$ cat config.mk
export PLATFORM = sky130hd
export DESIGN_NAME = read_flash_burst
export DESIGN_NICKNAME = d
export VERILOG_FILES = /design/src/rtl/spi_flash_pkg.sv /design/src/rtl/flash_rd_fifo.sv /design/src/rtl/read_flash_burst.sv
export SDC_FILE = /design/constraint.sdc
export NUM_CORES = 1
export LEC_CHECK = 0
export ABC_AREA = 1
export CAP_MARGIN = 10
export CORE_MARGIN = 3
export CORE_UTILIZATION = 52
export CTS_BUF_LIST = sky130_fd_sc_hd__clkbuf_4 sky130_fd_sc_hd__clkbuf_8 sky130_fd_sc_hd__clkbuf_16
export DETAILED_ROUTE_END_ITERATION = 10
export GPL_ROUTABILITY_DRIVEN = 0
export PLACE_DENSITY = 0.77
export SLEW_MARGIN = 20
export SYNTH_ARGS = -nofsm -noshare
export SYNTH_HDL_FRONTEND = slang
export SYNTH_SLANG_ARGS = --single-unit
$ cat constraint.sdc
create_clock -name clock -period 6.4 [get_ports clock]
set_input_delay 1.28 -clock clock [delete_from_list [all_inputs] [get_ports clock]]
set_output_delay 1.28 -clock clock [all_outputs]
set_load 0.05 [all_outputs]
$ cat src/rtl/spi_flash_pkg.sv
// Shared SPI flash controller definitions: request/data FSM state encodings, opcodes and bit-length helper.
package spi_flash_pkg;

    typedef enum logic [1:0] {
        IDLE     = 2'd0,
        EX_REQ   = 2'd1,
        REQ_EXEC = 2'd2,
        REQ_FSH  = 2'd3
    } req_state_t;

    typedef enum logic [2:0] {
        DIDLE      = 3'd0,
        SEND_CMD   = 3'd1,
        SEND_ADDR2 = 3'd2,
        SEND_ADDR1 = 3'd3,
        SEND_ADDR0 = 3'd4,
        SEND_DUMMY = 3'd5,
        RECV_DATA  = 3'd6,
        RECV_FSH   = 3'd7
    } data_state_t;

    localparam logic [7:0] OP_READ      = 8'h03;
    localparam logic [7:0] OP_FAST_READ = 8'h0B;
    localparam logic [7:0] OP_PAGE_PRG  = 8'h02;

    localparam int unsigned LEN_W = 24;

    // Bit count on the SPI lanes for a number of bytes.
    function automatic logic [LEN_W-1:0] bits_len(input int unsigned bytes, input int unsigned ssize);
        return LEN_W'((bytes * 32'd8) / ssize);
    endfunction

endpackage

$ cat src/rtl/flash_rd_fifo.sv
// Synchronous FIFO with a registered head: rd_data/rd_valid present the oldest entry.
module flash_rd_fifo #(
    parameter int unsigned DSIZE = 8,
    parameter int unsigned DEPTH = 16
) (
    input  logic             clock,
    input  logic             rst_n,
    input  logic             wr_en,
    input  logic [DSIZE-1:0] wr_data,
    input  logic             rd_en,
    output logic [DSIZE-1:0] rd_data,
    output logic             rd_valid,
    output logic             full,
    output logic             empty
);

    localparam int unsigned AW = $clog2(DEPTH);
    localparam int unsigned CW = AW + 1;

    logic [DSIZE-1:0] mem [DEPTH];
    logic [AW-1:0]    wptr;
    logic [AW-1:0]    rptr;
    logic [AW-1:0]    rptr_nxt;
    logic [CW-1:0]    count;
    logic [CW-1:0]    count_nxt;
    logic             wr_ok;
    logic             rd_ok;

    // A write while full is only taken when a read frees a slot in the same cycle.
    always_comb begin
        rd_ok     = rd_en && rd_valid;
        wr_ok     = wr_en && (!full || rd_ok);
        rptr_nxt  = rd_ok ? AW'(rptr + 1'b1) : rptr;
        count_nxt = count + CW'(wr_ok) - CW'(rd_ok);
    end

    always_ff @(posedge clock) begin
        if (wr_ok) begin
            mem[wptr] <= wr_data;
        end
    end

    always_ff @(posedge clock or negedge rst_n) begin
        if (!rst_n) begin
            wptr     <= '0;
            rptr     <= '0;
            count    <= '0;
            full     <= 1'b0;
            empty    <= 1'b1;
            rd_valid <= 1'b0;
            rd_data  <= '0;
        end else begin
            if (wr_ok) begin
                wptr <= AW'(wptr + 1'b1);
            end
            rptr     <= rptr_nxt;
            count    <= count_nxt;
            full     <= (count_nxt == CW'(DEPTH));
            empty    <= (count_nxt == '0);
            rd_valid <= (count_nxt != '0);
            // Head register bypasses the write when the new entry becomes the head.
            if (count_nxt != '0) begin
                rd_data <= (wr_ok && (wptr == rptr_nxt)) ? wr_data : mem[rptr_nxt];
            end
        end
    end

endmodule

$ cat src/rtl/read_flash_burst.sv
// SPI flash burst reader: sends READ + 24-bit address, streams BURST_LEN received bytes through a FIFO.
// Define READ_FLASH_BURST_FAST_READ_EN for FAST_READ (0x0B) with one dummy byte after the address.
module read_flash_burst
    import spi_flash_pkg::*;
#(
    parameter int unsigned DSIZE      = 8,
    parameter int unsigned SSIZE      = 1,
    parameter int unsigned BURST_LEN  = 256,
    parameter logic [7:0]  READ_CMD   = OP_READ,
    parameter int unsigned FIFO_DEPTH = 16
) (
    input  logic             clock,
    input  logic             rst_n,
    input  logic             start,
    input  logic [23:0]      start_addr,
    output logic             busy,
    output logic             finish,
    output logic             overflow,
    output logic             spi_request,
    output logic [23:0]      spi_req_len,
    output logic [23:0]      spi_req_wr_len,
    input  logic             spi_busy,
    input  logic             spi_clk_en,
    input  logic             spi_wr_ready,
    output logic             spi_wr_vld,
    output logic [DSIZE-1:0] spi_wr_data,
    input  logic             spi_rd_vld,
    input  logic [DSIZE-1:0] spi_rd_data,
    output logic             out_valid,
    output logic [DSIZE-1:0] out_data,
    input  logic             out_ready
);

    localparam int unsigned CNT_W = 9;

`ifdef READ_FLASH_BURST_FAST_READ_EN
    localparam logic [7:0]  OPCODE     = OP_FAST_READ;
    localparam int unsigned WR_BYTES   = 5;
    localparam data_state_t AFTER_ADDR = SEND_DUMMY;
`else
    localparam logic [7:0]  OPCODE     = READ_CMD;
    localparam int unsigned WR_BYTES   = 4;
    localparam data_state_t AFTER_ADDR = RECV_DATA;
`endif

    req_state_t       req_state;
    req_state_t       req_next;
    data_state_t      data_state;
    data_state_t      data_next;
    logic [23:0]      addr;
    logic [CNT_W-1:0] byte_cnt;
    logic             start_ok;
    logic             req_exit;
    logic             wr_adv;
    logic             sending;
    logic [7:0]       wr_byte;
    logic             rd_take;
    logic             fifo_rd;
    logic             fifo_full;
    logic             fifo_empty;

    assign spi_req_len    = bits_len(BURST_LEN + WR_BYTES, SSIZE);
    assign spi_req_wr_len = bits_len(WR_BYTES, SSIZE);

    assign rd_take = (data_state == RECV_DATA) && spi_rd_vld && (byte_cnt < CNT_W'(BURST_LEN));
    assign fifo_rd = out_valid && out_ready;

    // Request FSM: waits for the SPI master to take and complete the request, then for the FIFO to drain.
    always_comb begin
        req_next = req_state;
        start_ok = 1'b0;
        case (req_state)
            IDLE: begin
                if (start) begin
                    req_next = EX_REQ;
                    start_ok = 1'b1;
                end
            end
            EX_REQ:   if (spi_busy) req_next = REQ_EXEC;
            REQ_EXEC: if (!spi_busy && fifo_empty && !rd_take) req_next = REQ_FSH;
            REQ_FSH:  req_next = IDLE;
            default:  req_next = IDLE;
        endcase
        req_exit = (req_state == REQ_EXEC) && (req_next != REQ_EXEC);
    end

    always_ff @(posedge clock or negedge rst_n) begin
        if (!rst_n) begin
            req_state   <= IDLE;
            spi_request <= 1'b0;
            busy        <= 1'b0;
            finish      <= 1'b0;
            addr        <= '0;
        end else begin
            req_state   <= req_next;
            spi_request <= (req_next == EX_REQ);
            busy        <= (req_next == EX_REQ) || (req_next == REQ_EXEC);
            finish      <= (req_next == REQ_FSH);
            if (start_ok) begin
                addr <= start_addr;
            end
        end
    end

    // Data FSM: one command/address byte per accepted SPI byte slot, then receive until the request ends.
    always_comb begin
        data_next = data_state;
        wr_adv    = spi_wr_ready && spi_clk_en;
        case (data_state)
            DIDLE:      if (start_ok) data_next = SEND_CMD;
            SEND_CMD:   if (wr_adv) data_next = SEND_ADDR2;
            SEND_ADDR2: if (wr_adv) data_next = SEND_ADDR1;
            SEND_ADDR1: if (wr_adv) data_next = SEND_ADDR0;
            SEND_ADDR0: if (wr_adv) data_next = AFTER_ADDR;
            SEND_DUMMY: if (wr_adv) data_next = RECV_DATA;
            RECV_DATA:  data_next = RECV_DATA;
            RECV_FSH:   data_next = DIDLE;
            default:    data_next = DIDLE;
        endcase
        if (req_exit && (data_state != DIDLE) && (data_state != RECV_FSH)) begin
            data_next = RECV_FSH;
        end

        sending = 1'b0;
        wr_byte = 8'h00;
        case (data_next)
            SEND_CMD:   begin sending = 1'b1; wr_byte = OPCODE;       end
            SEND_ADDR2: begin sending = 1'b1; wr_byte = addr[23:16];  end
            SEND_ADDR1: begin sending = 1'b1; wr_byte = addr[15:8];   end
            SEND_ADDR0: begin sending = 1'b1; wr_byte = addr[7:0];    end
            SEND_DUMMY: begin sending = 1'b1; wr_byte = 8'h00;        end
            default:    begin sending = 1'b0; wr_byte = 8'h00;        end
        endcase
    end

    always_ff @(posedge clock or negedge rst_n) begin
        if (!rst_n) begin
            data_state  <= DIDLE;
            spi_wr_vld  <= 1'b0;
            spi_wr_data <= '0;
            byte_cnt    <= '0;
            overflow    <= 1'b0;
        end else begin
            data_state  <= data_next;
            spi_wr_vld  <= sending;
            spi_wr_data <= DSIZE'(wr_byte);
            if (start_ok) begin
                byte_cnt <= '0;
            end else if (rd_take) begin
                byte_cnt <= CNT_W'(byte_cnt + 1'b1);
            end
            if (start_ok) begin
                overflow <= 1'b0;
            end else if (rd_take && fifo_full && !fifo_rd) begin
                overflow <= 1'b1;
            end
        end
    end

    flash_rd_fifo #(
        .DSIZE (DSIZE),
        .DEPTH (FIFO_DEPTH)
    ) u_fifo (
        .clock    (clock),
        .rst_n    (rst_n),
        .wr_en    (rd_take),
        .wr_data  (spi_rd_data),
        .rd_en    (fifo_rd),
        .rd_data  (out_data),
        .rd_valid (out_valid),
        .full     (fifo_full),
        .empty    (fifo_empty)
    );

endmodule

Word level (Yosys, flattened, before mapping)
Memories as Yosys holds them, arrays and structs flattened. A register that Yosys moved wholly into a read port is not among the register bits.
Cells that the tools add are included.
{"block": "word_totals", "word_cells": 95, "output_inout_bits": 70, "ram_bits": 128, "mem_count": 1, "register_bits": 67}
{"block": "classes", "n_reduce_logical": 29, "addsub": 5, "magnitude_cmp": 1, "n_mux": 22, "n_eq_ne": 21}
{"name": "u_fifo.mem", "words": 16, "width": 8, "rd": 1, "rd_ports_with_merged_regs": 1, "wr": 1, "line": "flash_rd_fifo.sv:20", "rtl": "logic [DSIZE-1:0] mem [DEPTH];"}
{"cell": "8-bit one-hot mux with 4 select lines", "n": 1}
{"cell": "3-bit one-hot mux with 7 select lines", "n": 1}
{"cell": "3-bit == test (second input constant)", "n": 6}
{"cell": "3-bit 2-to-1 mux", "n": 6}
{"cell": "9-bit 2-to-1 mux", "n": 2}
{"cell": "1-bit logical AND", "n": 13}
{"cell": "3-bit by 2-bit == test with 1-bit output (second input constant)", "n": 4}
{"cell": "9-bit by 1-bit adder with 9-bit output (second input constant)", "n": 1}
{"cell": "9-bit less-than comparator (second input constant)", "n": 1}
{"cell": "4-bit by 1-bit adder with 4-bit output (second input constant)", "n": 2}
{"cell": "2-bit == test (second input constant)", "n": 4}
{"cell": "2-bit one-hot mux with 4 select lines", "n": 1}
{"cell": "1-bit 2-to-1 mux", "n": 7}
{"cell": "3-bit by 1-bit == test with 1-bit output (second input constant)", "n": 2}
{"cell": "2-bit 2-to-1 mux", "n": 3}
{"cell": "5-bit by 1-bit adder with 5-bit output", "n": 1}
{"cell": "5-bit == test (second input constant)", "n": 1}
{"cell": "1-bit zero test", "n": 5}
{"cell": "5-bit zero test", "n": 1}
{"cell": "5-bit nonzero test", "n": 1}
{"cell": "5-bit OR reduction", "n": 1}
{"cell": "5-bit by 1-bit subtractor with 5-bit output", "n": 1}
{"cell": "2-bit by 1-bit == test with 1-bit output (second input constant)", "n": 2}
{"cell": "4-bit 2-to-1 mux", "n": 1}
{"cell": "other kinds (8)", "n": 10}

Longest topological paths before layout
Gate-level depths: netlist of the first run.
{"block": "depth", "ltp_word": 15, "mapped_depth": 15, "mapped_depth_nobuf": 15}

Cells and area by module
Synthesis of the first run repeated with hierarchy kept, for this count alone.
{"block": "unflattened", "cells_unflattened": 1016, "area_unflattened_um2": 9863.2}
{"mod": "flash_rd_fifo", "instances": 1, "cells_per_inst": 668, "area_each_um2": 7088.0}
{"mod": "read_flash_burst", "instances": 1, "cells_per_inst": 348, "area_each_um2": 2775.2}

Least setup slack after synthesis of the first run
No wires, ideal clock.
{"block": "synth_timing", "path_kind": "input-to-reg", "startpoint": "in out_ready", "endpoint": "reg u_fifo.rd_data[0] (read register of u_fifo.mem)", "setup_ps": 66, "path_slack_ps": 3058, "t_arrival_ps": 3277, "required_time_ps": 6334, "cell_stages": 14, "path_cell_list": "nand2_2 -> inv_2 -> ha_1 -> inv_1 -> ha_1 -> inv_1 -> fa_1 -> inv_1 -> nor3_1 -> nand3_1 -> nor2_2 -> buf_2 -> nand2_1 -> nand2_1"}
{"block": "synth_via", "elab_chain_cells": 7, "word_cells_on_any_way": 8}
{"item": "start: declaration", "line": "read_flash_burst.sv:31", "rtl": "input logic out_ready"}
{"item": "1-bit logical AND *", "line": "read_flash_burst.sv:66", "rtl": "assign fifo_rd = out_valid && out_ready;"}
{"item": "1-bit logical AND *", "line": "flash_rd_fifo.sv:31", "rtl": "rd_ok = rd_en && rd_valid;"}
{"item": "1-bit logical OR", "line": "flash_rd_fifo.sv:32", "rtl": "wr_ok = wr_en && (!full || rd_ok);"}
{"item": "1-bit logical AND", "line": "flash_rd_fifo.sv:32"}
{"item": "5-bit by 1-bit adder with 5-bit output", "line": "flash_rd_fifo.sv:34", "rtl": "count_nxt = count + CW'(wr_ok) - CW'(rd_ok);"}
{"item": "5-bit by 1-bit subtractor with 5-bit output *", "line": "flash_rd_fifo.sv:34"}
{"item": "named net u_fifo.count_nxt[1]", "line": "flash_rd_fifo.sv:25", "rtl": "logic [CW-1:0] count_nxt;"}
{"item": "5-bit nonzero test *", "line": "flash_rd_fifo.sv:62", "rtl": "if (count_nxt != '0) begin"}
{"item": "end: declaration", "line": "flash_rd_fifo.sv:11", "rtl": "output logic [DSIZE-1:0] rd_data,"}
Mark *: on every way through the listed nets, which the timed path passes. The rest lies on a longest branch.
A chain may end at the register's enable or synchronous reset.

Worst setup path after layout of the first run
{"block": "layout_timing", "startpoint": "in out_ready", "endpoint": "reg u_fifo.rd_data[4] (read register of u_fifo.mem)"}
{"block": "layout_via", "elab_chain_cells": 7, "word_cells_on_any_way": 8}
{"item": "1-bit logical AND", "line": "read_flash_burst.sv:66"}
{"item": "1-bit logical AND", "line": "flash_rd_fifo.sv:31"}
{"item": "1-bit logical OR", "line": "flash_rd_fifo.sv:32"}
{"item": "1-bit logical AND", "line": "flash_rd_fifo.sv:32"}
{"item": "named net u_fifo.wr_ok", "line": "flash_rd_fifo.sv:26", "rtl": "logic wr_ok;"}
{"item": "5-bit by 1-bit adder with 5-bit output", "line": "flash_rd_fifo.sv:34"}
{"item": "5-bit by 1-bit subtractor with 5-bit output", "line": "flash_rd_fifo.sv:34"}
{"item": "named net u_fifo.count_nxt[1]", "line": "flash_rd_fifo.sv:25"}
{"item": "5-bit nonzero test", "line": "flash_rd_fifo.sv:62"}
The timed path passes the listed nets, and every way through them passes these cells.

==> flow_summary.ini, run 1 <==
[status]
run_status = finished clean

[sta]
setup_repair_after_global_routing_missed_its_margin = false
layout_worst_path_cycle_share_pct = 62.1
count_of_final_max_slew_check_failures = 0
max_freq_mhz = 252
slew_headroom_pct = 36.7
post-route-min-period_ns = 3.98
tightest_hold_margin_ns = 0.469
timing.setup.tns_ns = 0
worst_slew_pin_slew_ns = 0.950
setup_viol_count_final = 0
final.setup.worst_slack_ns = 2.42
timing_hold_violations_final = 0
worst_setup_skew_after_layout_ns = 0.0146

[global_route]
met3_usage_pct = 3.53
global_route_total_usage_across_every_layer_pct = 21.9
pin_count_of_the_biggest_net_entering_global_routing = 76
busiest_layer = met2
grt_overflow_total = 0
m1_gr_usage_pct = 28.9
gr-usage-met2_pct = 36.7
number_of_antenna_violations_at_the_first_check_in_global_routing = 0
first_global_vias = 6712
wire_length_of_the_first_global_routing_pass_microns = 35000

[cts]
cts-hold-fix-buffers = 0
clk_pin_slew_ns = 0.06
cts_root_buffer = sky130_fd_sc_hd__clkbuf_16
insertion_delay_ns = 0.50
cts_resized = 0
clockBufferDepth = 3
cts_inserted_buffers = 23
cts_tree = yes
htree_num_levels = 1
numClockSinks = 203
cts.repair_timing.setup_buffer_count = 0

[setup_path]
timing_worst_setup_path_type = in2reg
timing.critical_path.from_type = primary input
critical_path.reg2reg.endpoint = u_fifo.rd_data[4]$_DFFE_PN0N_
worst-r2r-setup-slack_ns = 3.27
critPathMaxFanout = 18
worstSetupStartpoint = out_ready
timing.reg2reg.worst_path_depth = 14
worstSetupEndpointType = register
timing.critical_path.required_ns = 6.79
worst_r2r_startpoint = data_state[2]$_DFF_PN0_
worst_ep_arrival_time_ns = 4.37

[synth]
synth.area.top_cells = sky130_fd_sc_hd__edfxtp_1 (40%), sky130_fd_sc_hd__dfrtp_1 (19%), sky130_fd_sc_hd__nand2_1 (8.8%)
synthXorXnorAreaFrac_pct = 0.726
synth-simple-area-share_pct = 25.1
synth_top_cell_area_share_pct = 39.8
yosysTopAreaCell = sky130_fd_sc_hd__edfxtp_1
synth_cells = 991
synth_fa_ha_area_share_pct = 2.02
synth.cell_area_sq_um = 9650
synth_enable_flop_cells = 128
synth-warning-count = 0
synth.distinct_cells = 32
synth_ff_type = sky130_fd_sc_hd__edfxtp_1
share_of_the_synthesized_area_in_compound_gates_ao_oa_aoi_oai_pct = 1.92
sequential_to_total_area_share_from_yosys_stat_pct = 59.3
post_synth_mux_area_share_pct = 0
synth_async_sr_flop_share_pct = 36.9
yosys_register_bits = 203
synth_top_family_by_area = simple AND/OR/NAND/NOR gates
avgSynthCellArea_sq_um = 9.74

[finish]
fin_area_sq_um = 11000
post-route-util_pct = 60.8
filler_cell_count = 1441
syn_to_final_growth_pct = 14.0
final_cells = 1289
num-nets-final = 1099
n_diodes = 0
drive_above_1_share_pct = 6.51

[drt]
via_per_inst = 5.40
drcViolationCount = 0
via_count = 6959
detailedRoute.firstPassIterationCount = 5
routed_wirelength_microns = 22300
routed_wire_length_per_instance_microns = 17.3
drt_iter0_markers = 681
drt.antenna.violating_nets = 0

[floorplanning]
floorplan.die.height_microns = 142
rows = 49
start_util_pct = 53.4
die_area_sq_um = 20200
pin_count = 110
core_area_sq_um = 18100
die_x_microns = 142

[power_and_ir_drop]
max-vdd-ir-drop_mv = 0.338
power.density_cell_area_nw_per_um2 = 490
p_leak_nw = 4.87
total_power_mw = 5.39

[hold_path]
hold_path_startpoint = addr[21]$_DFFE_PN0P_
min_delay_path_depth = 2
min_path_type = reg2reg
hold_path_end = addr[21]$_DFFE_PN0P_

[placement]
place_inst = 1248
postPlaceCellArea_sq_um = 10200
place_hpwl_microns = 13500
port_buffers = 61
dpl_worst_slack_ns = 1.98

[flow_run]
timing.max_cap.violations = 0
## worst max-delay path, stage by stage
cell                              delay [ns]
sky130_fd_sc_hd__clkdlybuf4s50_1        0.60
sky130_fd_sc_hd__nand2_2                0.14
sky130_fd_sc_hd__inv_2                  0.09
sky130_fd_sc_hd__nor2_2                 0.06
sky130_fd_sc_hd__nor2_8                 0.17
sky130_fd_sc_hd__ha_1                   0.20
sky130_fd_sc_hd__inv_1                  0.06
sky130_fd_sc_hd__fa_1                   0.47
sky130_fd_sc_hd__inv_1                  0.05
sky130_fd_sc_hd__nor3_1                 0.20
sky130_fd_sc_hd__nand3_1                0.14
sky130_fd_sc_hd__nor2_2                 0.59
sky130_fd_sc_hd__a21oi_1                0.13
sky130_fd_sc_hd__nand2_1                0.11
sky130_fd_sc_hd__nand2_1                0.06
## layer usage
| metal | vias up | wire length, microns |
|---|---|---|
| li1 | 3267 | - |
| met2 | 281 | 11100 |
| met3 | 65 | 1520 |
| met1 | 3346 | 8970 |
| met5 | - | 0 |
| met4 | 0 | 716 |
## flip-flops by register name (all words and copies together), names as in the netlist
name,count
req_state,2
byte_cnt,9
spi_request,1
busy,1
u_fifo.rptr,4
data_state,3
u_fifo.full,1
finish,1
u_fifo.count,5
u_fifo.empty,1
addr,24
u_fifo.rd_valid,1
overflow,1
spi_wr_data,8
u_fifo.mem,128
spi_wr_vld,1
u_fifo.wptr,4
u_fifo.rd_data,8
## kinds of logic after synthesis
group | after synthesis
xor+xnor | 8
simple gates | 510
compound gates | 35
buf+inv | 218
fa+ha+maj | 15
other cells | 2
flops | 203
## layout make-up
class                      count  area (sq um)  area share, %
multi-input combinational    616          3060           27.8
tap                          229           287           2.60
clock inverter                 8          95.1          0.865
sequential                   203          5720           52.0
inverter                     134           503           4.57
timing repair buffer          66           646           5.87
clock buffer                  33           687           6.25
## layout by cell type, fill, tap and decap left out
cell | synthesis | layout
sky130_fd_sc_hd__dfstp_2 | 1 | 1
sky130_fd_sc_hd__nand4_1 | 6 | 6
sky130_fd_sc_hd__inv_2 | 5 | 5
sky130_fd_sc_hd__edfxtp_1 | 128 | 128
sky130_fd_sc_hd__nor2_1 | 39 | 38
sky130_fd_sc_hd__o21ai_0 | 10 | 10
sky130_fd_sc_hd__inv_6 | 0 | 1
sky130_fd_sc_hd__o21ai_1 | 1 | 1
sky130_fd_sc_hd__nand2_1 | 225 | 224
sky130_fd_sc_hd__fa_1 | 1 | 1
sky130_fd_sc_hd__buf_4 | 55 | 6
sky130_fd_sc_hd__nand3_4 | 1 | 1
sky130_fd_sc_hd__o21bai_1 | 1 | 1
sky130_fd_sc_hd__a21oi_1 | 21 | 21
sky130_fd_sc_hd__clkdlybuf4s50_1 | 0 | 60
sky130_fd_sc_hd__ha_1 | 14 | 14
sky130_fd_sc_hd__clkbuf_8 | 0 | 3
sky130_fd_sc_hd__nand2_2 | 4 | 5
sky130_fd_sc_hd__clkbuf_16 | 0 | 24
sky130_fd_sc_hd__nand3b_1 | 56 | 56
sky130_fd_sc_hd__nor2_2 | 5 | 6
sky130_fd_sc_hd__nand3_2 | 2 | 2
sky130_fd_sc_hd__nor2_8 | 1 | 1
sky130_fd_sc_hd__nor2_4 | 1 | 1
sky130_fd_sc_hd__conb_1 | 2 | 48
sky130_fd_sc_hd__o21ai_2 | 2 | 2
sky130_fd_sc_hd__clkinv_4 | 0 | 1
sky130_fd_sc_hd__clkinv_2 | 0 | 2
sky130_fd_sc_hd__xnor2_1 | 2 | 2
sky130_fd_sc_hd__clkbuf_4 | 0 | 6
sky130_fd_sc_hd__bufinv_16 | 0 | 2
sky130_fd_sc_hd__nor3_1 | 7 | 7
sky130_fd_sc_hd__dfrtp_1 | 74 | 74
sky130_fd_sc_hd__inv_1 | 128 | 128
sky130_fd_sc_hd__xor2_1 | 6 | 6
sky130_fd_sc_hd__clkinv_1 | 1 | 3
sky130_fd_sc_hd__nand3_1 | 163 | 163
## synthesized netlist by cell type, types with 7 or more instances
cell and instances:
sky130_fd_sc_hd__nand2_1 225, sky130_fd_sc_hd__a21oi_1 21, sky130_fd_sc_hd__buf_4 55, sky130_fd_sc_hd__nand3b_1 56, sky130_fd_sc_hd__buf_2 16, sky130_fd_sc_hd__nor2_1 39, sky130_fd_sc_hd__o21ai_0 10, sky130_fd_sc_hd__edfxtp_1 128
sky130_fd_sc_hd__clkbuf_1 7, sky130_fd_sc_hd__inv_1 128, sky130_fd_sc_hd__nand3_1 163, sky130_fd_sc_hd__nor3_1 7, sky130_fd_sc_hd__dfrtp_1 74, sky130_fd_sc_hd__ha_1 14
## how the worst max path moves through the flow
stage | end | slack, ns
CTS | u_fifo.rd_data[4]$_DFFE_PN0N_ | 2.42
floorplan | u_fifo.rd_data[0]$_DFFE_PN0N_ | 3.06
global placement | u_fifo.rd_data[2]$_DFFE_PN0N_ | 2.15
detailed placement | u_fifo.rd_data[6]$_DFFE_PN0N_ | 1.98
global route | u_fifo.rd_data[4]$_DFFE_PN0N_ | 2.12
finish | u_fifo.rd_data[4]$_DFFE_PN0N_ | 2.42
## where the power goes
part	internal, mW	switching [mW]
Combinational	0.661	1.60
Clock	0.828	0.513
Sequential	1.64	0.149
No activity file was read; power rests on OpenSTA's default activity.
==> run 2, diff against run 1 <==
- CORE_UTILIZATION: 52 -> 51
- PLACE_DENSITY: 0.77 -> 0.78
- clock period: 6.4 -> 3.3 ns (I/O delays scaled with it)
==> flow_summary.ini, run 2 (synthesis gave the netlist of run 1 again) <==
[finish]
layout_commonest_cell = sky130_fd_sc_hd__nand2_1
largest_reg_flops = 128
drive_above_1_share_pct = 8.65
syn_to_final_growth_pct = 15.9
filler_cell_count = 1448
mostFrequentLayoutCells = sky130_fd_sc_hd__nand2_1 (224), sky130_fd_sc_hd__nand3_1 (163), sky130_fd_sc_hd__inv_1 (128), sky130_fd_sc_hd__edfxtp_1 (128), sky130_fd_sc_hd__dfrtp_1 (74)
top_regs = u_fifo.mem: 128 flops, addr: 24 flops, byte_cnt: 9 flops
num-nets-final = 1126
largest_register = u_fifo.mem
n_diodes = 0

[sta]
worst_setup_skew_after_layout_ns = 0.0103
timing.setup.tns_ns = 0
layout_worst_path_cycle_share_pct = 84.8
worst_slew_pin_slew_ns = 0.952
count_of_final_max_slew_check_failures = 0
timing_hold_violations_final = 0
slew_headroom_pct = 36.6
final.setup.worst_slack_ns = 0.503
setup_viol_count_final = 0
max_freq_mhz = 357
post-route-min-period_ns = 2.80
setup_repair_after_global_routing_missed_its_margin = false

[drt]
drt_iter0_markers = 557
via_per_inst = 5.30
routed_wire_length_per_instance_microns = 16.4
via_count = 6973
detailedRoute.firstPassIterationCount = 5
drt.antenna.violating_nets = 0
drcViolationCount = 0
routed_wirelength_microns = 21600

[power_and_ir_drop]
p_leak_nw = 4.99
total_power_mw = 10.4
power.density_cell_area_nw_per_um2 = 930
max-vdd-ir-drop_mv = 0.450

[cts]
cts_resized = 0
cts_root_buffer = sky130_fd_sc_hd__clkbuf_16
clockBufferDepth = 3
clk_pin_slew_ns = 0.06
cts_inserted_buffers = 22
cts_tree = yes
numClockSinks = 203
htree_num_levels = 1
cts-hold-fix-buffers = 0
insertion_delay_ns = 0.50
cts.repair_timing.setup_buffer_count = 0

[floorplanning]
floorplan.die.height_microns = 144
pin_count = 110
rows = 49
start_util_pct = 52.8
core_area_sq_um = 18300
die_area_sq_um = 20600
die_x_microns = 144

[global_route]
pin_count_of_the_biggest_net_entering_global_routing = 76
wire_length_of_the_first_global_routing_pass_microns = 34200
grt_overflow_total = 0
global_route_total_usage_across_every_layer_pct = 21.0
number_of_antenna_violations_at_the_first_check_in_global_routing = 0
first_global_vias = 6789

[hold_path]
min_path_type = in2async

[placement]
place_hpwl_microns = 14000
port_buffers = 61
dpl_worst_slack_ns = 0.000131

[setup_path]
critPathMaxFanout = 18
worst_ep_arrival_time_ns = 3.23
critPathBufInv = 5
timing.critical_path.required_ns = 3.74
worstSetupEndpointType = register
crit_chain = clkdlybuf4s50_1 > nand2_2 > inv_2 > ha_1 > inv_1 > ha_1 > inv_1 > fa_1 > o21ai_0 > xor2_1 > nor2_2 > buf_12 > a21oi_1 > nand2_1 > nand2_1
timing_worst_setup_path_type = in2reg
critical-path-max-stage-delay_ns = 0.51
timing.critical_path.from_type = primary input
cp_top_family = buffers and inverters
worst-r2r-setup-slack_ns = 0.60
critPathSlowestCell = sky130_fd_sc_hd__clkdlybuf4s50_1

[status]
run_status = finished clean

[flow_run]
timing.max_cap.violations = 0
[run 2: cell types whose count changed in the layout (fill, tap and decap cells not counted), sizes merged]
cell    previous run  this run
inv              134       133
buf                6        34
clkinv             6         8
bufinv             2         0
[run 2: layout make-up]
class	count	area (sq um)	share of cell area (%)
Sequential cell	203	5720	51.2
Multi-Input combinational cell	616	3060	27.4
Timing Repair Buffer	94	893	7.99
Clock buffer	33	682	6.10
Inverter	134	503	4.50
Tap cell	229	287	2.56
Clock inverter	7	33.8	0.302
[run 2: worst reg2reg max path: stages, from the launching register on]
cell and delay [ns]:
sky130_fd_sc_hd__dfrtp_1 0.50, sky130_fd_sc_hd__nand2_2 0.14, sky130_fd_sc_hd__inv_2 0.05, sky130_fd_sc_hd__ha_1 0.26, sky130_fd_sc_hd__inv_1 0.06, sky130_fd_sc_hd__ha_1 0.16
sky130_fd_sc_hd__inv_1 0.06, sky130_fd_sc_hd__fa_1 0.39, sky130_fd_sc_hd__o21ai_0 0.23, sky130_fd_sc_hd__xor2_1 0.29, sky130_fd_sc_hd__nor2_2 0.10, sky130_fd_sc_hd__buf_12 0.16
sky130_fd_sc_hd__a21oi_1 0.13, sky130_fd_sc_hd__nand2_1 0.07, sky130_fd_sc_hd__nand2_1 0.05
[run 2: power breakdown]
group          switching, mW  leakage [nW]  internal, mW
Sequential             0.299          2.08          3.18
Combinational           3.12          2.55          1.43
Clock                  0.950         0.361          1.42
Total                   4.37          4.99          6.04
[run 2: per-stage QoR]
step           cell area [sq um]  cells  hold slack, ns  utilization (%)
6_report                   11200   1316           0.288             61.2
5_1_grt                    11200   1316           0.398             61.2
4_1_cts                    11200   1316           0.338             61.2
3_5_place_dp               10500   1276           0.460             57.3
3_3_place_gp               10500   1276           0.456             57.3
2_1_floorplan               9820   1037           0.364                -
[run 2: path summary, 6_finish.rpt]
kind	cells past startpoint	start	endpoint
setup / recovery	15	out_ready	u_fifo.rd_data[3]$_DFFE_PN0N_
hold / removal	1	rst_n	u_fifo.rd_data[2]$_DFFE_PN0N_
setup reg to reg	14	u_fifo.rd_valid$_DFF_PN0_	u_fifo.rd_data[3]$_DFFE_PN0N_
hold reg to reg	2	addr[20]$_DFFE_PN0P_	addr[20]$_DFFE_PN0P_
max in group asynchronous	1	rst_n	addr[18]$_DFFE_PN0P_
min in group clock	2	addr[20]$_DFFE_PN0P_	addr[20]$_DFFE_PN0P_
[run 2: layer usage]
layer	vias up	GRT usage, %	wire length (microns)
li1	3320	-	-
met1	3323	26.1	8430
met2	270	36.7	11000
met3	60	2.76	1310
met4	0	9.22	830
met5	-	0	0
